## src/rtl/instr_fetch_unit_pkg.sv

```systemverilog
// Shared definitions for the MIPS instruction fetch unit:
//   - bus widths and the default reset PC
//   - main-control opcode constants used by fetch/decode
//   - fetch FSM state encoding
//   - branch displacement helper (sign-extended word offset)
package instr_fetch_unit_pkg;

   localparam int unsigned PC_W     = 32;
   localparam int unsigned INSTR_W  = 32;
   localparam int unsigned OPCODE_W = 6;
   localparam int unsigned IMM_W    = 16;
   localparam int unsigned JIDX_W   = 26;

   localparam logic [PC_W-1:0] DEFAULT_RESET_PC = 32'h0000_0000;

   localparam logic [OPCODE_W-1:0] OP_RTYPE = 6'h00;
   localparam logic [OPCODE_W-1:0] OP_J     = 6'h02;
   localparam logic [OPCODE_W-1:0] OP_BEQ   = 6'h04;
   localparam logic [OPCODE_W-1:0] OP_LW    = 6'h23;
   localparam logic [OPCODE_W-1:0] OP_SW    = 6'h2B;

   typedef enum logic [1:0] {
      S_IDLE  = 2'd0,
      S_REQ   = 2'd1,
      S_VALID = 2'd2
   } fetch_state_e;

   // Byte displacement of a branch: sext(imm16) << 2.
   function automatic logic [PC_W-1:0] branch_offset(input logic [IMM_W-1:0] imm);
      return {{(PC_W-IMM_W-2){imm[IMM_W-1]}}, imm, 2'b00};
   endfunction

endpackage

```

## src/rtl/instr_fetch_unit_if.sv

```systemverilog
// Instruction-memory read handshake.
//   req   : fetch request, held until ready (master -> slave)
//   addr  : word-aligned fetch address, stable while req=1 (master -> slave)
//   rdata : instruction word, valid only with ready (slave -> master)
//   ready : read-data-valid strobe (slave -> master)
interface instr_fetch_unit_if;
   import instr_fetch_unit_pkg::*;

   logic               req;
   logic [PC_W-1:0]    addr;
   logic [INSTR_W-1:0] rdata;
   logic               ready;

   modport master (output req, output addr, input rdata, input ready);
   modport slave  (input req, input addr, output rdata, output ready);

endinterface

```

## src/rtl/instr_fetch_unit_pc_next_calc.sv

```systemverilog
// Next-PC selection at retire (purely combinational).
//   pc_plus4_i  : address of the retiring instruction + 4
//   instr_idx_i : instr[25:0] (jump index; low 16 bits are the branch immediate)
//   branch_i    : control Branch
//   zero_i      : ALU Zero
//   jump_i      : control Jump (wins over branch)
//   next_pc_c_o : selected next PC
module pc_next_calc
   import instr_fetch_unit_pkg::*;
(
   input  logic [PC_W-1:0]   pc_plus4_i,
   input  logic [JIDX_W-1:0] instr_idx_i,
   input  logic              branch_i,
   input  logic              zero_i,
   input  logic              jump_i,
   output logic [PC_W-1:0]   next_pc_c_o
);

   // Priority: jump, then taken branch, else fall through; adds wrap mod 2^32.
   always_comb begin
      next_pc_c_o = pc_plus4_i;
      if (jump_i) begin
         next_pc_c_o = {pc_plus4_i[PC_W-1:PC_W-4], instr_idx_i, 2'b00};
      end else if (branch_i && zero_i) begin
         next_pc_c_o = pc_plus4_i + branch_offset(instr_idx_i[IMM_W-1:0]);
      end
   end

endmodule

```

## src/rtl/instr_fetch_unit.sv

```systemverilog
// Fetch-side producer for the opcode/control interface of the MIPS core.
// Holds the PC, fetches over the imem req/ready handshake, presents the
// registered instruction to the decoder and picks the next PC at retire.
//   clk, rst       : clock, synchronous active-high reset
//   run_i          : fetch enable; 0 parks in S_IDLE after the current retire
//   imem           : instruction-memory master port (req/addr/rdata/ready)
//   instr_o        : registered instruction word
//   opcode_o       : instr_o[31:26]
//   instr_valid_o  : instr_o/opcode_o/pc_o describe a live instruction
//   pc_o           : address of instr_o (also the fetch address)
//   pc_plus4_o     : pc_o + 4, wrapping
//   stall_i        : datapath not accepting; retire when valid & !stall
//   branch_i, zero_i, jump_i : next-PC controls, sampled only at retire
//   retired_o      : one-cycle pulse per retired instruction
module instr_fetch_unit
   import instr_fetch_unit_pkg::*;
#(
   parameter logic [PC_W-1:0] RESET_PC = DEFAULT_RESET_PC,
   parameter int unsigned     PC_WIDTH = PC_W
) (
   input  logic                  clk,
   input  logic                  rst,
   input  logic                  run_i,
   instr_fetch_unit_if.master    imem,
   output logic [INSTR_W-1:0]    instr_o,
   output logic [OPCODE_W-1:0]   opcode_o,
   output logic                  instr_valid_o,
   output logic [PC_WIDTH-1:0]   pc_o,
   output logic [PC_WIDTH-1:0]   pc_plus4_o,
   input  logic                  stall_i,
   input  logic                  branch_i,
   input  logic                  zero_i,
   input  logic                  jump_i,
   output logic                  retired_o
);

   fetch_state_e         state_q;
   logic [PC_WIDTH-1:0]  pc_q;
   logic [PC_WIDTH-1:0]  pc_plus4_q;
   logic [INSTR_W-1:0]   instr_q;
   logic                 req_q;
   logic                 valid_q;
   logic                 retired_q;

   logic [PC_WIDTH-1:0]  next_pc_d;
   logic [PC_WIDTH-1:0]  next_pc_plus4_d;

   // Low two bits forced to zero so a misaligned parameter cannot leak out.
   localparam logic [PC_WIDTH-1:0] RESET_PC_AL = PC_WIDTH'({RESET_PC[PC_W-1:2], 2'b00});

   pc_next_calc u_pc_next (
      .pc_plus4_i  (pc_plus4_q),
      .instr_idx_i (instr_q[JIDX_W-1:0]),
      .branch_i    (branch_i),
      .zero_i      (zero_i),
      .jump_i      (jump_i),
      .next_pc_c_o (next_pc_d)
   );

   // pc+4 is kept as a register alongside pc so both outputs are flop-driven.
   assign next_pc_plus4_d = next_pc_d + PC_WIDTH'(4);

   // Fetch FSM with registered handshake and decoder outputs.
   always_ff @(posedge clk) begin
      if (rst) begin
         state_q    <= S_REQ;
         pc_q       <= RESET_PC_AL;
         pc_plus4_q <= RESET_PC_AL + PC_WIDTH'(4);
         instr_q    <= '0;
         req_q      <= 1'b0;
         valid_q    <= 1'b0;
         retired_q  <= 1'b0;
      end else begin
         retired_q <= 1'b0;
         unique case (state_q)
            S_IDLE: begin
               if (run_i) begin
                  state_q <= S_REQ;
                  req_q   <= 1'b1;
               end
            end
            S_REQ: begin
               // req_q low here only in the first cycle out of reset.
               if (!req_q) begin
                  if (run_i) begin
                     req_q <= 1'b1;
                  end else begin
                     state_q <= S_IDLE;
                  end
               end else if (imem.ready) begin
                  instr_q <= imem.rdata;
                  req_q   <= 1'b0;
                  valid_q <= 1'b1;
                  state_q <= S_VALID;
               end
            end
            S_VALID: begin
               if (!stall_i) begin
                  retired_q  <= 1'b1;
                  valid_q    <= 1'b0;
                  pc_q       <= next_pc_d;
                  pc_plus4_q <= next_pc_plus4_d;
                  if (run_i) begin
                     state_q <= S_REQ;
                     req_q   <= 1'b1;
                  end else begin
                     state_q <= S_IDLE;
                  end
               end
            end
            default: begin
               state_q <= S_IDLE;
               req_q   <= 1'b0;
               valid_q <= 1'b0;
            end
         endcase
      end
   end

   assign imem.req      = req_q;
   assign imem.addr     = pc_q;
   assign instr_o       = instr_q;
   assign opcode_o      = instr_q[INSTR_W-1:INSTR_W-OPCODE_W];
   assign instr_valid_o = valid_q;
   assign pc_o          = pc_q;
   assign pc_plus4_o    = pc_plus4_q;
   assign retired_o     = retired_q;

endmodule

```

## src/flat_wrapper.sv

```systemverilog
// flat-port wrapper written by rule: the top's interface ports become plain ports
module instr_fetch_unit_flat import instr_fetch_unit_pkg::*;
#(
   parameter logic [PC_W-1:0] RESET_PC = DEFAULT_RESET_PC,
   parameter int unsigned     PC_WIDTH = PC_W
)
  (clk, rst, run_i, instr_o, opcode_o, instr_valid_o, pc_o, pc_plus4_o, stall_i, branch_i, zero_i, jump_i, retired_o, imem_req, imem_addr, imem_rdata, imem_ready);
  instr_fetch_unit_if imem_i ();
  input  logic clk;
  input  logic rst;
  input  logic run_i;
  output logic [INSTR_W-1:0] instr_o;
  output logic [OPCODE_W-1:0] opcode_o;
  output logic instr_valid_o;
  output logic [PC_WIDTH-1:0] pc_o;
  output logic [PC_WIDTH-1:0] pc_plus4_o;
  input  logic stall_i;
  input  logic branch_i;
  input  logic zero_i;
  input  logic jump_i;
  output logic retired_o;
  output wire logic [$bits(imem_i.req)-1:0] imem_req;
  output wire logic [$bits(imem_i.addr)-1:0] imem_addr;
  input wire logic [$bits(imem_i.rdata)-1:0] imem_rdata;
  input wire logic [$bits(imem_i.ready)-1:0] imem_ready;
  assign imem_req = imem_i.req;
  assign imem_addr = imem_i.addr;
  assign imem_i.rdata = imem_rdata;
  assign imem_i.ready = imem_ready;
  instr_fetch_unit #(.RESET_PC(RESET_PC), .PC_WIDTH(PC_WIDTH)) u_core (.clk(clk), .rst(rst), .run_i(run_i), .imem(imem_i), .instr_o(instr_o), .opcode_o(opcode_o), .instr_valid_o(instr_valid_o), .pc_o(pc_o), .pc_plus4_o(pc_plus4_o), .stall_i(stall_i), .branch_i(branch_i), .zero_i(zero_i), .jump_i(jump_i), .retired_o(retired_o));
endmodule
```

## config.mk

```make
export PLATFORM = sky130hd
export DESIGN_NAME = instr_fetch_unit_flat
export DESIGN_NICKNAME = d
export VERILOG_FILES = /design/src/rtl/instr_fetch_unit_pkg.sv /design/src/rtl/instr_fetch_unit_if.sv /design/src/rtl/instr_fetch_unit_pc_next_calc.sv /design/src/rtl/instr_fetch_unit.sv /design/src/flat_wrapper.sv
export SDC_FILE = /design/constraint.sdc
export NUM_CORES = 1
export LEC_CHECK = 0
export BUFFER_PORTS_ARGS = -buffer_cell sky130_fd_sc_hd__buf_4
export CELL_PAD_IN_SITES_DETAIL_PLACEMENT = 1
export CELL_PAD_IN_SITES_GLOBAL_PLACEMENT = 1
export CORE_UTILIZATION = 30
export DETAILED_ROUTE_END_ITERATION = 6
export PLACE_DENSITY_LB_ADDON = 0.1
export SYNTH_ARGS = -nofsm -noshare
export SYNTH_HDL_FRONTEND = slang
export SYNTH_HIERARCHICAL = 1
export SYNTH_SLANG_ARGS = --single-unit
```

## constraint.sdc

```tcl
create_clock -name clk -period 5.5 [get_ports clk]
set_input_delay 0.275 -clock clk [delete_from_list [all_inputs] [get_ports clk]]
set_output_delay 0.275 -clock clk [all_outputs]
set_load 0.1 [all_outputs]
```

# ---- Yosys cells after proc, flatten, opt, wreduce, memory -nomap -nowiden
# Index checks and enable logic that the tools add are counted.
dict set report totals {
  reg_bits 101
  inputBits 40
  out_inout_bits 137
  wordCells 47
}
dict set report op_classes {
  addsub 2
  eq_ne 8
  mux 20
  bitwise_logic 3
  reduce_logical 7
}
# operator n
set op_table {}
lappend op_table {{two-way mux 32 bit} 2}
lappend op_table {{adder 32 x 3 -> 32 bit, second input constant} 1}
lappend op_table {{adder 32 bit} 1}
lappend op_table {{two-way mux 1 bit} 10}
lappend op_table {{two-way mux 2 bit} 5}
lappend op_table {{AND reduction 4 bit} 2}
lappend op_table {{!= test 2 bit, second input constant} 3}
lappend op_table {{case mux 1 bit (3 select lines)} 2}
lappend op_table {{case mux 2 bit (3 select lines)} 1}
lappend op_table {{!= test 3 x 2 -> 1 bit, second input constant} 1}
lappend op_table {{!= test 3 bit, second input constant} 1}
lappend op_table {{NOT 1 bit} 3}
lappend op_table {{AND reduction 3 bit} 1}
lappend op_table {{== test 2 x 1 -> 1 bit, second input constant} 1}
lappend op_table {{== test 2 bit, second input constant} 1}
lappend op_table {{logical NOT 2 bit} 1}
lappend op_table {{!= test 2 x 1 -> 1 bit, second input constant} 1}
lappend op_table {{AND reduction 2 bit} 1}
lappend op_table {{OR reduction 2 bit} 1}
lappend op_table {{logical AND 1 bit} 1}

# ---- Depth between registers and ports, before layout
dict set report logic_depth {
  ltp_word 4
  ltp_mapped 15
  ltp_nobuf 14
}

# ---- Cells and area by module
# The synthesis kept the hierarchy.
# module n_inst cells_per_inst area_each_um2 seq_area_each_um2
set by_module_without_submodules {}
lappend by_module_without_submodules {instr_fetch_unit 1 542 4449.3 1981.9}
lappend by_module_without_submodules {pc_next_calc 1 323 2120.8 0.0}

# ---- Worst setup path after synthesis
# OpenSTA, ideal clock, no wires.
dict set report synth_path {
  path_type {register to register}
  from {reg u_core.instr_q[4] (netlist: u_core/instr_o[4])}
  to {reg u_core.pc_plus4_q[28] (netlist: u_core/pc_plus4_o[28])}
  setup_ns 0.134
  arrival_time_ns 4.091
  required_ns 5.366
  path_slack_ns 1.276
  path_stages_with_launch 14
  path_buffers 0
  synth_period_minus_slack_ns 4.224
  path_cell_list {dfxtp_1 > ha_1 > a21o_1 > a21o_1 > o21ba_1 > o21ai_0 > o21ai_0 > xor2_1 > mux2i_1 > o21ai_0 > nand4_1 > or4_4 > nor4b_2 > nor4_1}
}
dict set report synth_via {
  elab_chain_cells 4
}
# element line_no
set synth_lines {}
lappend synth_lines {{start, declared} instr_fetch_unit.sv:40} ;# logic [INSTR_W-1:0] instr_q;
lappend synth_lines {{start signal, assigned} instr_fetch_unit.sv:91} ;# instr_q <= imem.rdata;
lappend synth_lines {{adder 32 bit} instr_fetch_unit_pc_next_calc.sv:25} ;# next_pc_c_o = pc_plus4_i + branch_offset(instr_idx_i[IMM_W-1:0]);
lappend synth_lines {{two-way mux 32 bit} instr_fetch_unit_pc_next_calc.sv:24} ;# end else if (branch_i && zero_i) begin
lappend synth_lines {{two-way mux 32 bit} instr_fetch_unit_pc_next_calc.sv:22} ;# if (jump_i) begin
lappend synth_lines {{named net u_core.next_pc_d[16]} instr_fetch_unit.sv:45} ;# logic [PC_WIDTH-1:0] next_pc_d;
lappend synth_lines {{adder 32 x 3 -> 32 bit} instr_fetch_unit.sv:61} ;# assign next_pc_plus4_d = next_pc_d + PC_WIDTH'(4);
lappend synth_lines {{end signal, assigned} instr_fetch_unit.sv:68} ;# pc_plus4_q <= RESET_PC_AL + PC_WIDTH'(4);
lappend synth_lines {{end signal, assigned} instr_fetch_unit.sv:102} ;# pc_plus4_q <= next_pc_plus4_d;
lappend synth_lines {{end, declared} instr_fetch_unit.sv:39} ;# logic [PC_WIDTH-1:0] pc_plus4_q;
# The timed path passes the listed nets, and every way through them passes these cells.
# A chain may end at the register's enable or synchronous reset.

# ---- Worst setup path after layout
dict set report layout_path {
  from {reg u_core.pc_plus4_q[2] (netlist: u_core/pc_plus4_o[2])}
  to {reg u_core.pc_plus4_q[25] (netlist: u_core/pc_plus4_o[25])}
}
dict set report layout_via {
  elab_chain_cells 4
}
# element line_no
set layout_lines {}
lappend layout_lines {{adder 32 bit} instr_fetch_unit_pc_next_calc.sv:25}
lappend layout_lines {{two-way mux 32 bit} instr_fetch_unit_pc_next_calc.sv:24}
lappend layout_lines {{two-way mux 32 bit} instr_fetch_unit_pc_next_calc.sv:22}
lappend layout_lines {{named net u_core.next_pc_d[12]} instr_fetch_unit.sv:45}
lappend layout_lines {{adder 32 x 3 -> 32 bit} instr_fetch_unit.sv:61}
# The timed path passes the listed nets, and every way through them passes these cells.

==> run summary <==
Worst min-delay path category: in -> reg. For the layout net count, the log shows 1,050. Across the run, the number of max-cap violations was 0.

Synthesis inferred 99 register bits. In this run the post-CTS setup repair buffer count came out at 0. Buffers inserted to repair hold after CTS numbered 0. The clock slew seen by the registers of the worst setup and hold paths works out to 70 ps. Post-CTS repair changed the size of 0 cells. The most common cell after layout, fill and taps aside was buf_4. The cell count after synthesis came out at 865.

The proportion of layout cells with a drive suffix above 1 works out to 24.2%. In the global route stage, overall resource usage came out at 20.5%. The boundary pin count is 177. The critical path capture point is u_core/pc_plus4_o[25].

VDD sags by at most 0.000141 V. The length in cells of the worst reg-to-reg path works out to 14. The count of buffers inserted at the top-level ports was 176; the static leakage was 0.00331 µW. Counting every net in the synthesized netlist gives 936. The synthesized-area fraction occupied by adder cells works out to 6.02%. For the count of clock tree sinks, the log shows 99.

The critical register-to-register path endpoint was u_core/pc_plus4_o[25]. The global-route wire length before repair is 35.9 mm, and the global-route congestion overflow total is 0. Of all cell types, the one taking the most synthesized area is dfxtp_1. Dividing total power by cell area gives a power density of 208 nW/µm². The main combinational cell family by area after synthesis is simple AND/OR/NAND/NOR gates. The worst setup path is of the reg -> reg kind. The transition at the pin with the smallest max-transition slack is 1040 ps, and the total DRC errors in the routed layout is 0. The logs give 71 for the number of distinct library cells after synthesis and 0 for the final number of setup-violating endpoints. Worst max-slew margin expressed relative to the limit: 30.4%.

The number of buffers and inverters on the critical path is 0. The final layout contains routed wiring with a total length of 23.0 mm. The core region is 21,200 µm².

Setup repair after global routing left no endpoint under its margin. For this run, the detailed router's first-pass iteration total came to 4. The run gives 37.3% as the fraction of met2 tracks used by global routing. The flow ran to the end, and the final reports show no timing, DRC or antenna violations. Of the total synthesized cell area, the portion taken by XOR and XNOR cells is 4.53%. The average vias per placed instance works out to 5.21.

The share of synthesized area spent on multiplexers was 2.04%; the violation count after the first detailed-route iteration was 232. TritonCTS built the clock tree. The floorplan step set the die width to 150 µm.

The number of antenna violations at the first check in global routing is 0. For this run, the number of Yosys warnings is 6. The clock reaches the later pin of the worst-skew pair after 350 ps. Yosys attributes the largest share of cell area to dfxtp_1, nand2_1, a21oi_1. For this run, global-route usage on met3 was measured as 3.14%.

The logs give 0 for the final-report max-slew violation count and 4560 ps for the arrival time of the worst setup path. The clock passes through at most 2 buffers. 0 antenna diodes ended up in the layout.

The run gives 17.0 mm as the half-perimeter wire length after placement. For the final hold violation count, the log shows 0. Depth of the critical timing path with buffers and inverters included: 14.

From synthesis to final layout, the design area changed by 24.2%. The run gives 8160 µm² as the cell area after layout. Derived from the worst setup path, the maximum achievable clock frequency is 0.232 GHz. The top cell type by area accounts for 30.2% of the synthesized area. The floorplan has 53 rows. The detailed router placed 6,561 vias in this run. The family with the most delay on the worst path is compound AO/OA/AOI/OAI gates.

Of all nets on the critical path, the largest fanout is 8. Traced cell by cell, the critical path runs through ha_1 > fa_1 > a21oi_1 > nor2_1 > o21ba_1 > o21ai_0 > xor2_1 > nor2_1 > a21oi_1 > o21ai_0 > nand4_1 > nor4_4 > a311oi_1 > nor4_1. The H-tree was split into 3 levels. Entering global routing, the biggest net connects 79 pins. In the synthesized netlist the dominant register cell turns out to be dfxtp_1.

Area of placed instances: 7860 µm². In this run the register-to-register setup slack is 1200 ps. Global routing consumed, on the met1 layer, 24.5% of the routing resources. For the worst setup path, the data required time is 5760 ps. STA classifies the critical path endpoint as a register. The number of CTS-inserted buffers is 9, and the via count of the first global-routing pass is 6,505. The average instance in the mapped netlist occupies 7.60 µm². Once detail routing completed, the nets flagged for antenna violations numbered 0. In this run the worst setup path begins at u_core/pc_plus4_o[2]. The final total power is 1690 µW, and the largest clock skew in the final design is 11.2 ps. The maximum single-stage delay on the critical path works out to 620 ps. The share of the clock period used by the worst path came out at 78.2%. The tools report the master cell of the clock root buffer as clkbuf_16. The overall die height was 150 µm; the per-cell routed wire length was 18.2 µm. The logs give 0.852 for the final weighted congestion in routability-driven placement and 31.0% for the initial core utilization.

The number of flops mapped to enable cells by yosys is 0, and the sequential share of the synthesized area is 30.2%. In this run the cell area of the synthesized design comes to 6570 µm². For this design, the slowest cell found on the critical path is nor4_4. The fraction of the mapped netlist area in simple logic gates was 27.3%. Leaving out fill and tap cells, the most frequent cells in the layout are buf_4, nand2_1, a21oi_1, dfxtp_1, nor2_1. After global routing, the most crowded layer is met2. The run gives 0 ps as the final setup TNS.

Summing the areas of all compound-gate instances in the mapped netlist gives 21.6% of the synthesized area. The die covers 22,500 µm². STA classifies the critical path startpoint as a register.

The tools report the reg-to-reg startpoint as u_core/pc_plus4_o[2]. For the finished layout, the period the worst path requires is 4300 ps. The fraction of registers with async set or reset after synthesis came out at 0%.
==> cells by family after synthesis <==
kind of cell	after synthesis
adders and majority gates	31
buffers and inverters	102
AOI/OAI and AO/OA	228
xor gates and xnor gates	34
muxes	13
and+or+nand+nor	358
DFF	99
==> layout make-up <==
class	instances	area [µm²]
Tap cell	275	344
Sequential cell	99	1980
Timing Repair Buffer	189	1420
Clock inverter	5	61.3
Inverter	16	60.1
Clock buffer	11	243
Multi-Input combinational cell	664	4050
Fill cell	2616	13100
==> how the worst min path moves through the flow <==
stage	startpoint	end	slack (ps)	cells past startpoint
finish	run_i	u_core/state_q[0]	140	2
global route	run_i	u_core/state_q[0]	140	2
CTS	run_i	u_core/state_q[0]	120	2
detailed placement	u_core/imem.addr[29]	u_core/imem.addr[29]	470	2
global placement	u_core/imem.addr[29]	u_core/imem.addr[29]	460	2
floorplan	run_i	u_core/state_q[0]	390	1
==> registers in the layout, indices dropped and copies added (netlist names) <==
signal,flops
u_core/imem.addr,32
u_core/imem.req,1
u_core/instr_o,32
u_core/instr_valid_o,1
u_core/pc_plus4_o,30
u_core/retired_o,1
u_core/state_q,2
==> cell usage after synthesis (11+ instances only) <==
library cell	number
nor3_1	14
nand3_1	19
buf_2	11
a211oi_1	17
a311oi_1	13
inv_1	16
ha_1	30
xnor2_1	17
buf_4	40
nand4_1	11
nor2_1	47
dfxtp_1	99
o21ai_0	34
clkbuf_1	27
xor2_1	17
a21oi_1	100
nand2_1	187
a21o_1	13
==> metal layers <==
| layer | share of wire (%) | routed length (µm) |
|---|---|---|
| met4 | 2.3 | 535 |
| met5 | 0 | 0 |
| met1 | 44 | 10000 |
| met2 | 50 | 11600 |
| met3 | 3.5 | 800 |
==> per-stage QoR <==
stage                     utilization [%]  hold slack (ps)  cells  setup slack (ps)
final                                38.5              139   1259              1200
after global routing                 38.5              143   1259               710
after CTS                            38.5              125   1259              1190
after detailed placement             37.0              467   1243              1210
after global placement               37.0              464   1243              1330
after floorplan                         -              393    865              1280
==> power breakdown <==
part | internal, µW | switching (µW) | leakage, µW
combinational | 73.3 | 203 | 0.00236
sequential | 730 | 17.8 | 0.000800
clock | 369 | 301 | 0.000150
(Power assumes the default switching activity.)
